===== config.mk =====
export PLATFORM = sky130hd
export DESIGN_NAME = tsu_axis_stamp_flat
export DESIGN_NICKNAME = d
export VERILOG_FILES = /design/src/rtl/tsu_axis_stamp_if.sv /design/src/rtl/tsu_axis_stamp.sv /design/src/flat_wrapper.sv
export SDC_FILE = /design/constraint.sdc
export NUM_CORES = 1
export LEC_CHECK = 0
export CORE_ASPECT_RATIO = 0.7
export CORE_MARGIN = 2
export CORE_UTILIZATION = 39
export DETAILED_ROUTE_END_ITERATION = 8
export GPL_TIMING_DRIVEN = 0
export PLACE_DENSITY_LB_ADDON = 0.08
export SYNTH_ARGS = -nofsm -noshare
export SYNTH_HDL_FRONTEND = slang
export SYNTH_SLANG_ARGS = --single-unit

===== constraint.sdc =====
create_clock -name mac_axis_aclk -period 1.87 [get_ports mac_axis_aclk]
set_clock_uncertainty 0.15 [all_clocks]
set_input_delay 0.2805 -clock mac_axis_aclk [delete_from_list [all_inputs] [get_ports mac_axis_aclk]]
set_output_delay 0.2805 -clock mac_axis_aclk [all_outputs]
set_load 0.005 [all_outputs]

===== src/rtl/tsu_axis_stamp_if.sv =====
// 8-bit AXI-Stream link: master drives data/valid/last, slave returns ready.
interface tsu_axis_stamp_if;
  logic [7:0] tdata;
  logic       tvalid;
  logic       tlast;
  logic       tready;

  modport master (output tdata, output tvalid, output tlast, input  tready);
  modport slave  (input  tdata, input  tvalid, input  tlast, output tready);
endinterface


===== src/rtl/tsu_axis_stamp.sv =====
// Inline AXI-S time-stamping stage: stamps rtc+CORR at frame start, optionally appends it MSB first.
// Zero-latency pass-through, stalls follow m_axis.tready; frame counter present with TSU_FRAME_CNT_EN.
module tsu_axis_stamp #(
  parameter int          TS_W = 64,
  parameter int          MODE = 0,
  parameter logic [63:0] CORR = 64'd0
) (
  input  logic                   mac_axis_aclk,
  input  logic                   mac_axis_resetn,
  input  logic [63:0]            rtc_timer_in,
  tsu_axis_stamp_if.slave        s_axis,
  tsu_axis_stamp_if.master       m_axis,
  output logic [TS_W-1:0]        ts_out,
  output logic                   ts_valid
`ifdef TSU_FRAME_CNT_EN
  ,
  output logic [31:0]            frame_cnt
`endif
);

  localparam int         NB      = TS_W / 8;
  localparam logic [2:0] IDX_TOP = 3'(NB - 1);

  typedef enum logic [1:0] {S_IDLE, S_PASS, S_APPEND} state_t;

  state_t          r_state;
  state_t          w_state_nxt;
  logic [2:0]      r_idx;
  logic [TS_W-1:0] r_stamp;
  logic            r_ts_vld;
  logic            w_s_hs;
  logic            w_m_hs;
  logic            w_cap;
  logic [7:0]      w_stamp_byte;
  logic [TS_W-1:0] w_stamp_new;
  logic            w_unused_rtc;

  assign w_stamp_new  = rtc_timer_in[TS_W-1:0] + CORR[TS_W-1:0];
  assign w_unused_rtc = ^rtc_timer_in;
  assign w_s_hs       = s_axis.tvalid & s_axis.tready;
  assign w_m_hs       = m_axis.tvalid & m_axis.tready;
  assign w_cap        = w_s_hs && (r_state == S_IDLE);

  always_comb begin
    w_stamp_byte = 8'h00;
    for (int i = 0; i < NB; i++) begin
      if (r_idx == 3'(i)) begin
        w_stamp_byte = r_stamp[i*8 +: 8];
      end
    end
  end

  always_ff @(posedge mac_axis_aclk or negedge mac_axis_resetn) begin
    if (!mac_axis_resetn) begin
      r_state <= S_IDLE;
    end else begin
      r_state <= w_state_nxt;
    end
  end

  always_comb begin
    w_state_nxt   = r_state;
    s_axis.tready = 1'b0;
    m_axis.tvalid = 1'b0;
    m_axis.tdata  = s_axis.tdata;
    m_axis.tlast  = 1'b0;
    case (r_state)
      S_IDLE, S_PASS: begin
        s_axis.tready = m_axis.tready;
        m_axis.tvalid = s_axis.tvalid;
        m_axis.tlast  = (MODE == 1) ? s_axis.tlast : 1'b0;
        if (s_axis.tvalid && m_axis.tready) begin
          if (!s_axis.tlast) begin
            w_state_nxt = S_PASS;
          end else if (MODE == 0) begin
            w_state_nxt = S_APPEND;
          end else begin
            w_state_nxt = S_IDLE;
          end
        end
      end
      S_APPEND: begin
        m_axis.tvalid = 1'b1;
        m_axis.tdata  = w_stamp_byte;
        m_axis.tlast  = (r_idx == 3'd0);
        if (m_axis.tready && (r_idx == 3'd0)) begin
          w_state_nxt = S_IDLE;
        end
      end
      default: w_state_nxt = S_IDLE;
    endcase
    // Outputs must go quiet the moment reset asserts, not at the next edge.
    if (!mac_axis_resetn) begin
      s_axis.tready = 1'b0;
      m_axis.tvalid = 1'b0;
      m_axis.tlast  = 1'b0;
    end
  end

  // r_stamp doubles as the sideband value: it is only reloaded at the next frame start.
  always_ff @(posedge mac_axis_aclk or negedge mac_axis_resetn) begin
    if (!mac_axis_resetn) begin
      r_idx    <= 3'd0;
      r_stamp  <= '0;
      r_ts_vld <= 1'b0;
    end else begin
      r_ts_vld <= w_cap;
      if (w_cap) begin
        r_stamp <= w_stamp_new;
      end
      if ((r_state != S_APPEND) && (w_state_nxt == S_APPEND)) begin
        r_idx <= IDX_TOP;
      end else if ((r_state == S_APPEND) && w_m_hs) begin
        r_idx <= (r_idx == 3'd0) ? IDX_TOP : r_idx - 3'd1;
      end
    end
  end

  assign ts_out   = r_stamp;
  assign ts_valid = r_ts_vld;

`ifdef TSU_FRAME_CNT_EN
  logic [31:0] r_frame_cnt;

  always_ff @(posedge mac_axis_aclk or negedge mac_axis_resetn) begin
    if (!mac_axis_resetn) begin
      r_frame_cnt <= 32'd0;
    end else if (w_m_hs && m_axis.tlast && (r_frame_cnt != 32'hFFFF_FFFF)) begin
      r_frame_cnt <= r_frame_cnt + 32'd1;
    end
  end

  assign frame_cnt = r_frame_cnt;
`endif

endmodule


===== src/flat_wrapper.sv =====
// flat-port wrapper written by rule: the top's interface ports become plain ports
module tsu_axis_stamp_flat 
#(
  parameter int          TS_W = 64,
  parameter int          MODE = 0,
  parameter logic [63:0] CORR = 64'd0
)
  (mac_axis_aclk, mac_axis_resetn, rtc_timer_in, ts_out, ts_valid, s_axis_tdata, s_axis_tvalid, s_axis_tlast, s_axis_tready, m_axis_tdata, m_axis_tvalid, m_axis_tlast, m_axis_tready);
  tsu_axis_stamp_if s_axis_i ();
  tsu_axis_stamp_if m_axis_i ();
  input  logic mac_axis_aclk;
  input  logic mac_axis_resetn;
  input  logic [63:0] rtc_timer_in;
  output logic [TS_W-1:0] ts_out;
  output logic ts_valid;
  input wire logic [$bits(s_axis_i.tdata)-1:0] s_axis_tdata;
  input wire logic [$bits(s_axis_i.tvalid)-1:0] s_axis_tvalid;
  input wire logic [$bits(s_axis_i.tlast)-1:0] s_axis_tlast;
  output wire logic [$bits(s_axis_i.tready)-1:0] s_axis_tready;
  output wire logic [$bits(m_axis_i.tdata)-1:0] m_axis_tdata;
  output wire logic [$bits(m_axis_i.tvalid)-1:0] m_axis_tvalid;
  output wire logic [$bits(m_axis_i.tlast)-1:0] m_axis_tlast;
  input wire logic [$bits(m_axis_i.tready)-1:0] m_axis_tready;
  assign s_axis_i.tdata = s_axis_tdata;
  assign s_axis_i.tvalid = s_axis_tvalid;
  assign s_axis_i.tlast = s_axis_tlast;
  assign s_axis_tready = s_axis_i.tready;
  assign m_axis_tdata = m_axis_i.tdata;
  assign m_axis_tvalid = m_axis_i.tvalid;
  assign m_axis_tlast = m_axis_i.tlast;
  assign m_axis_i.tready = m_axis_tready;
  tsu_axis_stamp #(.TS_W(TS_W), .MODE(MODE), .CORR(CORR)) u_core (.mac_axis_aclk(mac_axis_aclk), .mac_axis_resetn(mac_axis_resetn), .rtc_timer_in(rtc_timer_in), .s_axis(s_axis_i), .m_axis(m_axis_i), .ts_out(ts_out), .ts_valid(ts_valid));
endmodule

==> metrics.md, run 1 <==
| Metric | Value |
|---|---|
| TritonRoute pass-1 iters | `4` |
| Avg Cell Area, Syn | `~13 µm²` |
| Synth Area in XOR/XNOR | `0%` |
| Pwr Density | `between 1500 and 2000 nW/µm²` |
| Vias/cell | `5.22` |
| Worst-Skew Late Latency | `approximately 0.33 ns` |
| Period utilisation layout | `136%` |
| Num CTS Buffers | `9` |
| Cell family with most CP delay | `compound AO/OA/AOI/OAI gates` |
| Seq/Total Area, Yosys | `between 40% and 50%` |
| First-pass GRT wire length | `roughly 19 mm` |
| Area leader, netlist | `dfrtp_1` |
| Startpoint Class | `flop` |
| Final nets | `between 500 and 600` |
| Max Cap Viol | `0` |
| Core Box Area | `roughly 9000 µm²` |
| Fin crit period | `~2.5 ns` |
| Largest cells by area after synthesis | `dfrtp_1 (47%), mux2_4 (20%), mux2_2 (5.2%), buf_12 (3.2%), a21oi_1 (2.2%)` |
| Worst path cell trace | `buf_6, ha_4, buf_6, nand3b_1, a221oi_4, o22ai_2, a21oi_1, buf_2` |
| Worst-margin pin slew | `between 0.5 and 0.6 ns` |
| DRT antenna net count | `0` |
| Complex-gate fraction of the synthesized area | `11.2%` |
| Most common cell after layout, fill and taps aside | `clkdlybuf4s50_1` |
| Drt total wl | `roughly 13 mm` |
| Total GRT Usage | `between 20% and 30%` |
| Synth Cell Area | `about 3700 µm²` |
| Asr flop ratio synth | `100%` |
| Antenna cells | `0` |
| Critical-path top delay cell | `dfrtp_1` |
| Final setup vio count | `79` |
| Final Hold Fails | `0` |
| Vias | `between 3000 and 4000` |
| Final core utilization | `around 71%` |
| Die Wd | `approximately 120 µm` |
| Synth warn | `0` |
| Vias in the first global route | `roughly 3300` |
| Critical Path Most Common Cell | `buf_6` |
| Dpl cells | `between 500 and 600` |
| Register area | `approximately 1800 µm²` |
| Buf/Inv on CP | `3` |
| Root Buffer | `clkbuf_16` |
| Area Overhead vs Synth | `75.9%` |
| Peak VDD IR | `around 0.00084 V` |
| WL/cell | `~21 µm` |
| Outcome | `finished, violations left` |
| Synth Instances | `around 290` |
| Mux share of post-synthesis cell area | `25.1%` |
| Layout cells sized above 1 | `37.0%` |
| Slew margin rel. | `62.0%` |
| Post-Synth Adder-Cell Area | `1.69%` |
| CTS tree | `done` |
| Predominant post-synthesis flop cell | `dfrtp_1` |
| CTS Sinks | `70` |
| Footprint of the multi-input gates | `2000 µm²` |
| Non-Filler Instances | `between 600 and 700` |
| Worst EP required | `roughly 1.4 ns` |
| H-tree depth | `3` |
| Height of the die | `around 85 µm` |
| Worst endpoint data arrival time | `2.11 ns` |
| I/O Buffers | `around 150` |
| Top-area cell type share of the netlist area | `a little under half` |
| Initial Util | `roughly two fifths` |
| Initial antenna violation count | `0` |
| Io pins | `~150` |
| Post-Synth Simple-Gate Area | `about 8.6%` |
| Final setup margin | `-0.673 ns` |
| Die ar. | `10300 µm²` |
| CP Class | `reg2out` |
| RSZ-0062 raised after global routing | `yes` |
| Max Fclk | `a little under 400 MHz` |
| Layout fillers | `661` |
| Syn Nets | `between 300 and 400` |
| Main combinational cell family by area after synthesis | `multiplexers` |
| PnR Total Power | `between 0.009 and 0.01 W` |
| Yosys cell types | `35` |
| Max Slew Vio Count | `0` |
| DRC | `0` |
| DRT iter0 DRCs | `~190` |
| Grt ovf | `0` |
| DPL Wire Length | `approximately 8.6 mm` |
| CTS Buffer Depth | `2` |
| Clk slew on worst S/H paths | `roughly 0.05 ns` |
| Type of the most critical hold path | `in2reg` |
| Largest net degree at the start of global routing | `just over 40` |
| Static leakage power | `around 2.8 nW` |
| Failing checks | `negative setup slack` |
| Setup crit end kind | `output pin` |
| Most frequent cells in the layout | `clkdlybuf4s50_1 (139), dfrtp_1 (69), mux2_4 (64)` |
| # rows | `29` |
| Placer Congestion | `0.842` |
| Post-synth EDFFs | `0` |
| Fin Setup TNS | `-36.17 ns` |
| Yosys reg bits | `70` |
| Worst stage delay on the critical path | `0.43 ns` |
| Max FO, Critical Path | `10` |
## worst register-to-register path, cell delays in order, from the launching register on
cell and delay [ns]:
dfrtp_2 0.41, buf_6 0.13, nor2b_4 0.10, and2_4 0.15, and3b_4 0.25, buf_12 0.14
buf_12 0.12, buf_12 0.12, mux2_4 0.29
## where the power goes
| part | leakage, nW | switching, W | total, W | internal (W) |
|---|---|---|---|---|
| clock network | 0.162 | 0.000631 | 0.00187 | 0.00124 |
| registers | 0.833 | 0.000756 | 0.00301 | 0.00226 |
| logic | 1.79 | 0.00171 | 0.00492 | 0.00321 |
## metrics by stage
stage                     hold WS [ns]  area [µm²]  worst slack, ns
after CTS                        0.195        6540           -0.623
after global routing             0.227        6510           -0.750
after detailed placement         0.114        5420           -0.843
after global placement           0.358        5410            -2.93
final                            0.219        6510           -0.673
after floorplan                 -0.165        3730          -0.0228
## metal layers
metal	wire length (µm)	share of wire, %	up-vias	GRT usage (%)
met4	175	1.4	0	7.40
met3	1230	9.6	13	8.44
li1	-	-	1459	-
met5	0	0	-	0
met1	5960	46	1580	36.7
met2	5460	43	161	35.6
## cell usage after synthesis (3+ instances only)
| cell | count |
|---|---|
| o21ai_0 | 10 |
| dfrtp_1 | 70 |
| a22o_1 | 3 |
| nor2b_1 | 8 |
| a31oi_1 | 4 |
| ha_1 | 5 |
| nand3b_1 | 4 |
| buf_12 | 6 |
| inv_1 | 12 |
| mux2_2 | 17 |
| nor2_1 | 4 |
| nand3_1 | 14 |
| nand2b_1 | 5 |
| o22ai_1 | 9 |
| a21oi_1 | 16 |
| a221oi_1 | 6 |
| a221o_1 | 5 |
| buf_2 | 3 |
| nand2_1 | 15 |
| clkbuf_1 | 9 |
| mux2_4 | 49 |
## state kept, by name (all words and copies together), names as in the netlist
name and count:
u_core.r_idx 3, u_core.r_state 2, u_core.ts_valid 1, u_core.ts_out 64
## what timing repair did
item	in CTS	in global routing
endpoints found under the hold margin	34	70
resized for setup	129	21
setup buffers	24	5
pin swaps	20	9
hold buffers	2	1
endpoints found under the setup margin	70	79
gates cloned	8	1
## logic make-up after synthesis
| group | after synthesis |
|---|---|
| AO/OA/AOI/OAI | 62 |
| adder cells (fa/ha/maj) | 5 |
| buffers and inverters | 32 |
| flip-flops | 70 |
| multiplexers | 66 |
| AND/OR/NAND/NOR | 57 |
## worst paths after layout
kind / startpoint / end / slack, ns / depth (start not counted)
worst max-delay path: u_core.r_idx[0]$_DFFE_PN0P_ / m_axis_tdata[4] / -0.67 / 8
worst min-delay path: m_axis_tready / u_core.r_state[0]$_DFF_PN0_ / 0.22 / 2
worst max register to register: u_core.r_state[1]$_DFF_PN0_ / u_core.ts_out[11]$_DFFE_PN0P_ / -0.12 / 8
worst min register to register: u_core.ts_out[23]$_DFFE_PN0P_ / u_core.ts_out[23]$_DFFE_PN0P_ / 0.39 / 1
max in group asynchronous: mac_axis_resetn / u_core.ts_out[32]$_DFFE_PN0P_ / 0.80 / 3
min in group asynchronous: mac_axis_resetn / u_core.r_state[1]$_DFF_PN0_ / 0.55 / 3
## layout make-up
class / count / area share [%]
Multi-Input combinational cell: 190 / 30.7
Clock buffer: 11 / 3.88
Timing Repair Buffer: 187 / 30.5
Sequential cell: 70 / 26.9
Clock inverter: 5 / 1.25
Tap cell: 124 / 2.38
Inverter: 12 / 0.692
Buffer: 17 / 3.63
Power figures use the tool's default switching activity.
==> run 2, diff against run 1 <==
--- a/config.mk
+++ b/config.mk
@@ -6,7 +6,6 @@
 export NUM_CORES = 1
 export LEC_CHECK = 0
 export CORE_ASPECT_RATIO = 0.7
-export CORE_MARGIN = 2
 export CORE_UTILIZATION = 39
 export DETAILED_ROUTE_END_ITERATION = 8
 export GPL_TIMING_DRIVEN = 0
==> run 2 against run 1 <==
The flow finishes with violations (negative hold slack, negative setup slack). Critical path type unchanged. Cell count rose by 1.5%. Hold slack got worse by 0.30 ns. Via count rose by 1.1%. Sequential share of layout area rose by 0.30 points. First-iteration DRC count fell by 16%.
==> metrics.md, run 2 (synthesis gave the netlist of run 1 again) <==
| Metric | Value |
|---|---|
| Placer Congestion | `slightly above 0.8` |
| Io pins | `153` |
| DRT antenna net count | `0` |
| RSZ-0062 raised after global routing | `yes` |
| First-pass GRT wire length | `19.5 mm` |
| Most frequent cells in the layout | `clkdlybuf4s50_1 (139), dfrtp_1 (67), mux2_4 (54)` |
| Final nets | `580` |
| Vias in the first global route | `approximately 3400` |
| Int Pwr | `about 0.0065 W` |
| Drt total wl | `~13 mm` |
| I/O Buffers | `approximately 150` |
| Sw frac | `32.2%` |
| Type of the most critical hold path | `in2async` |
| Vias | `around 3200` |
| Worst EP required | `about 1.4 ns` |
| RR Startpoint | `u_core.r_state[1]$_DFF_PN0_` |
| Startpoint Class | `flop` |
| Largest net degree at the start of global routing | `51` |
| Cell family with most CP delay | `buffers and inverters` |
| Worst-Skew Late Latency | `approximately 0.32 ns` |
| Worst stage delay on the critical path | `between 0.4 and 0.5 ns` |
| Dpl ws | `-0.838 ns` |
| Final setup vio count | `slightly below 60` |
| R2R depth | `8` |
| Non-Filler Instances | `approximately 630` |
| Final Hold Fails | `46` |
| Comb power frac | `a little over 50%` |
| CP Class | `reg2out` |
| Highest metal used | `met4` |
| Num CTS Buffers | `9` |
| Max Fclk | `a little under 400 MHz` |
| Worst Setup EP | `m_axis_tdata[6]` |
| DRC | `0` |
| Outcome | `finished, violations left` |
| Root Buffer | `clkbuf_16` |
| Hold Buf Count CTS | `3` |
| Area Overhead vs Synth | `74.2%` |
| Most common cell after layout, fill and taps aside | `clkdlybuf4s50_1` |
| H-tree depth | `3` |
| Worst Setup SP | `u_core.r_idx[0]$_DFFE_PN0P_` |
| Layout fillers | `between 600 and 700` |
| Setup crit end kind | `output pin` |
| Net Sw Power | `about 0.003 W` |
| Initial Util | `40.5%` |
| Period utilisation layout | `135%` |
| Buf/Inv on CP | `4` |
| Critical Path Most Common Cell | `buf_6` |
| Crit path depth | `9` |
| Worst endpoint data arrival time | `2.10 ns` |
| Max Cap Viol | `0` |
| Max Slew Vio Count | `0` |
| Final instance area | `6440 µm²` |
| Dpl cells | `approximately 570` |
| Height of the die | `between 80 and 90 µm` |
| Vias/cell | `5.20` |
| Register area | `approximately 1800 µm²` |
| Final hold slack | `-0.0818 ns` |
| Clk slew on worst S/H paths | `around 0.05 ns` |
| Grt ovf | `0` |
| Wire length on met2 | `roughly 5.5 mm` |
| CTS Buffer Depth | `2` |
| Peak VDD IR | `approximately 0.00065 V` |
| Final setup margin | `-0.658 ns` |
| Pwr Density | `roughly 1500 nW/µm²` |
| CTS Sinks | `70` |
| Fin crit period | `~2.5 ns` |
| DRT iter0 DRCs | `between 150 and 200` |
| Number of flip-flops in the largest register | `64` |
| Worst-margin pin slew | `roughly 1.1 ns` |
| CTS tree | `done` |
| Static leakage power | `~2.8 nW` |
| Reg2reg end | `u_core.ts_out[53]$_DFFE_PN0P_` |
| WL/cell | `20.3 µm` |
| Clock network fraction of total power | `roughly 17%` |
| Core Box Area | `approximately 9100 µm²` |
| Critical-path top delay cell | `dfrtp_2` |
| # rows | `29` |
| Die Wd | `between 100 and 150 µm` |
| Worst path cell trace | `inv_4, ha_4, nor2b_4, buf_6, buf_6, a221o_1, o211ai_1, a31oi_1, buf_2` |
| Share of power burned in registers | `31.7%` |
| Failing checks | `negative hold slack, negative setup slack` |
| M1 WL | `6.01 mm` |
| Antenna cells | `0` |
| Total GRT Usage | `26.5%` |
| Layout cells sized above 1 | `between 30 and 40%` |
| Reg2Reg Setup Slack | `-0.11 ns` |
| Slew margin rel. | `28.7%` |
| Placed cell area | `5430 µm²` |
| Die ar. | `9890 µm²` |
| TritonRoute pass-1 iters | `4` |
| Max FO, Critical Path | `4` |
| Routed wl met3 | `between 800 and 900 µm` |
| Initial antenna violation count | `0` |
| DPL Wire Length | `between 8 and 9 mm` |
| Footprint of the multi-input gates | `approximately 1900 µm²` |
run 2: cell types whose count changed in the layout (fill, tap and decap cells not counted), sizes merged:
cell,before,now
clkbuf,20,22
dlygate4sd3,1,0
dlymetal6s4s,0,1
clkinvlp,1,0
clkinv,2,1
buf,54,65
bufinv,2,0
run 2: layout make-up:
cell class / instances / share of cell area [%]
well taps: 124 / 2.41
plain buffers: 16 / 3.71
inverters: 12 / 0.777
flip-flops and latches: 70 / 27.2
clock buffers: 13 / 4.19
clock inverters: 1 / 0.0777
multi-input cells: 190 / 29.7
repair buffers: 199 / 31.8
run 2: worst min-delay path by stage:
stage	end	start	slack (ns)
floorplan	u_core.r_idx[0]$_DFFE_PN0P_	mac_axis_resetn	-0.17
global placement	u_core.ts_out[23]$_DFFE_PN0P_	u_core.ts_out[23]$_DFFE_PN0P_	0.36
detailed placement	u_core.ts_out[20]$_DFFE_PN0P_	mac_axis_resetn	0.06
CTS	u_core.ts_out[27]$_DFFE_PN0P_	mac_axis_resetn	-0.08
global route	u_core.ts_out[43]$_DFFE_PN0P_	mac_axis_resetn	-0.06
finish	u_core.ts_out[43]$_DFFE_PN0P_	mac_axis_resetn	-0.08
run 2: worst reg2reg max path, cell delays in order (launching register included):
cell and delay [ns]:
dfrtp_2 0.41, buf_6 0.13, nor2b_4 0.10, and2_4 0.15
and3b_4 0.22, buf_12 0.13, buf_12 0.13, clkbuf_16 0.16
mux2_4 0.29
run 2: power by group through the flow:
stage	sequential (W)	clock (W)	combinational [W]
2_1_floorplan	0.00285	0	0.00193
3_3_place_gp	0.00298	0	0.00409
3_5_place_dp	0.00299	0	0.00414
4_1_cts	0.00301	0.00164	0.00476
5_1_grt	0.00312	0.00170	0.00523
6_report	0.00303	0.00160	0.00492
run 2: through the flow:
step                      total power, W  TNS, ns  utilization [%]  hold slack [ns]
after global routing              0.0100   -11.30             70.5          -0.0628
after detailed placement         0.00713   -32.09             59.4           0.0621
after floorplan                  0.00478   -0.104                -           -0.165
after global placement           0.00707  -362.63             59.1            0.358
final                            0.00954    -8.36             70.5          -0.0818
after CTS                        0.00941    -7.94             69.6          -0.0755
run 2: repair_timing:
item                                    CTS  global route
resized for setup                       110            33
endpoints found under the setup margin   62            99
buffers inserted                         27            15
endpoints found under the hold margin    70            46
gates cloned                              4             1
pin swaps                                18            11
run 2: layer usage:
layer	vias up	global-route usage, %
met5	-	0
met1	1607	37.1
met3	18	8.61
met2	140	38.7
met4	0	8.29
li1	1483	-
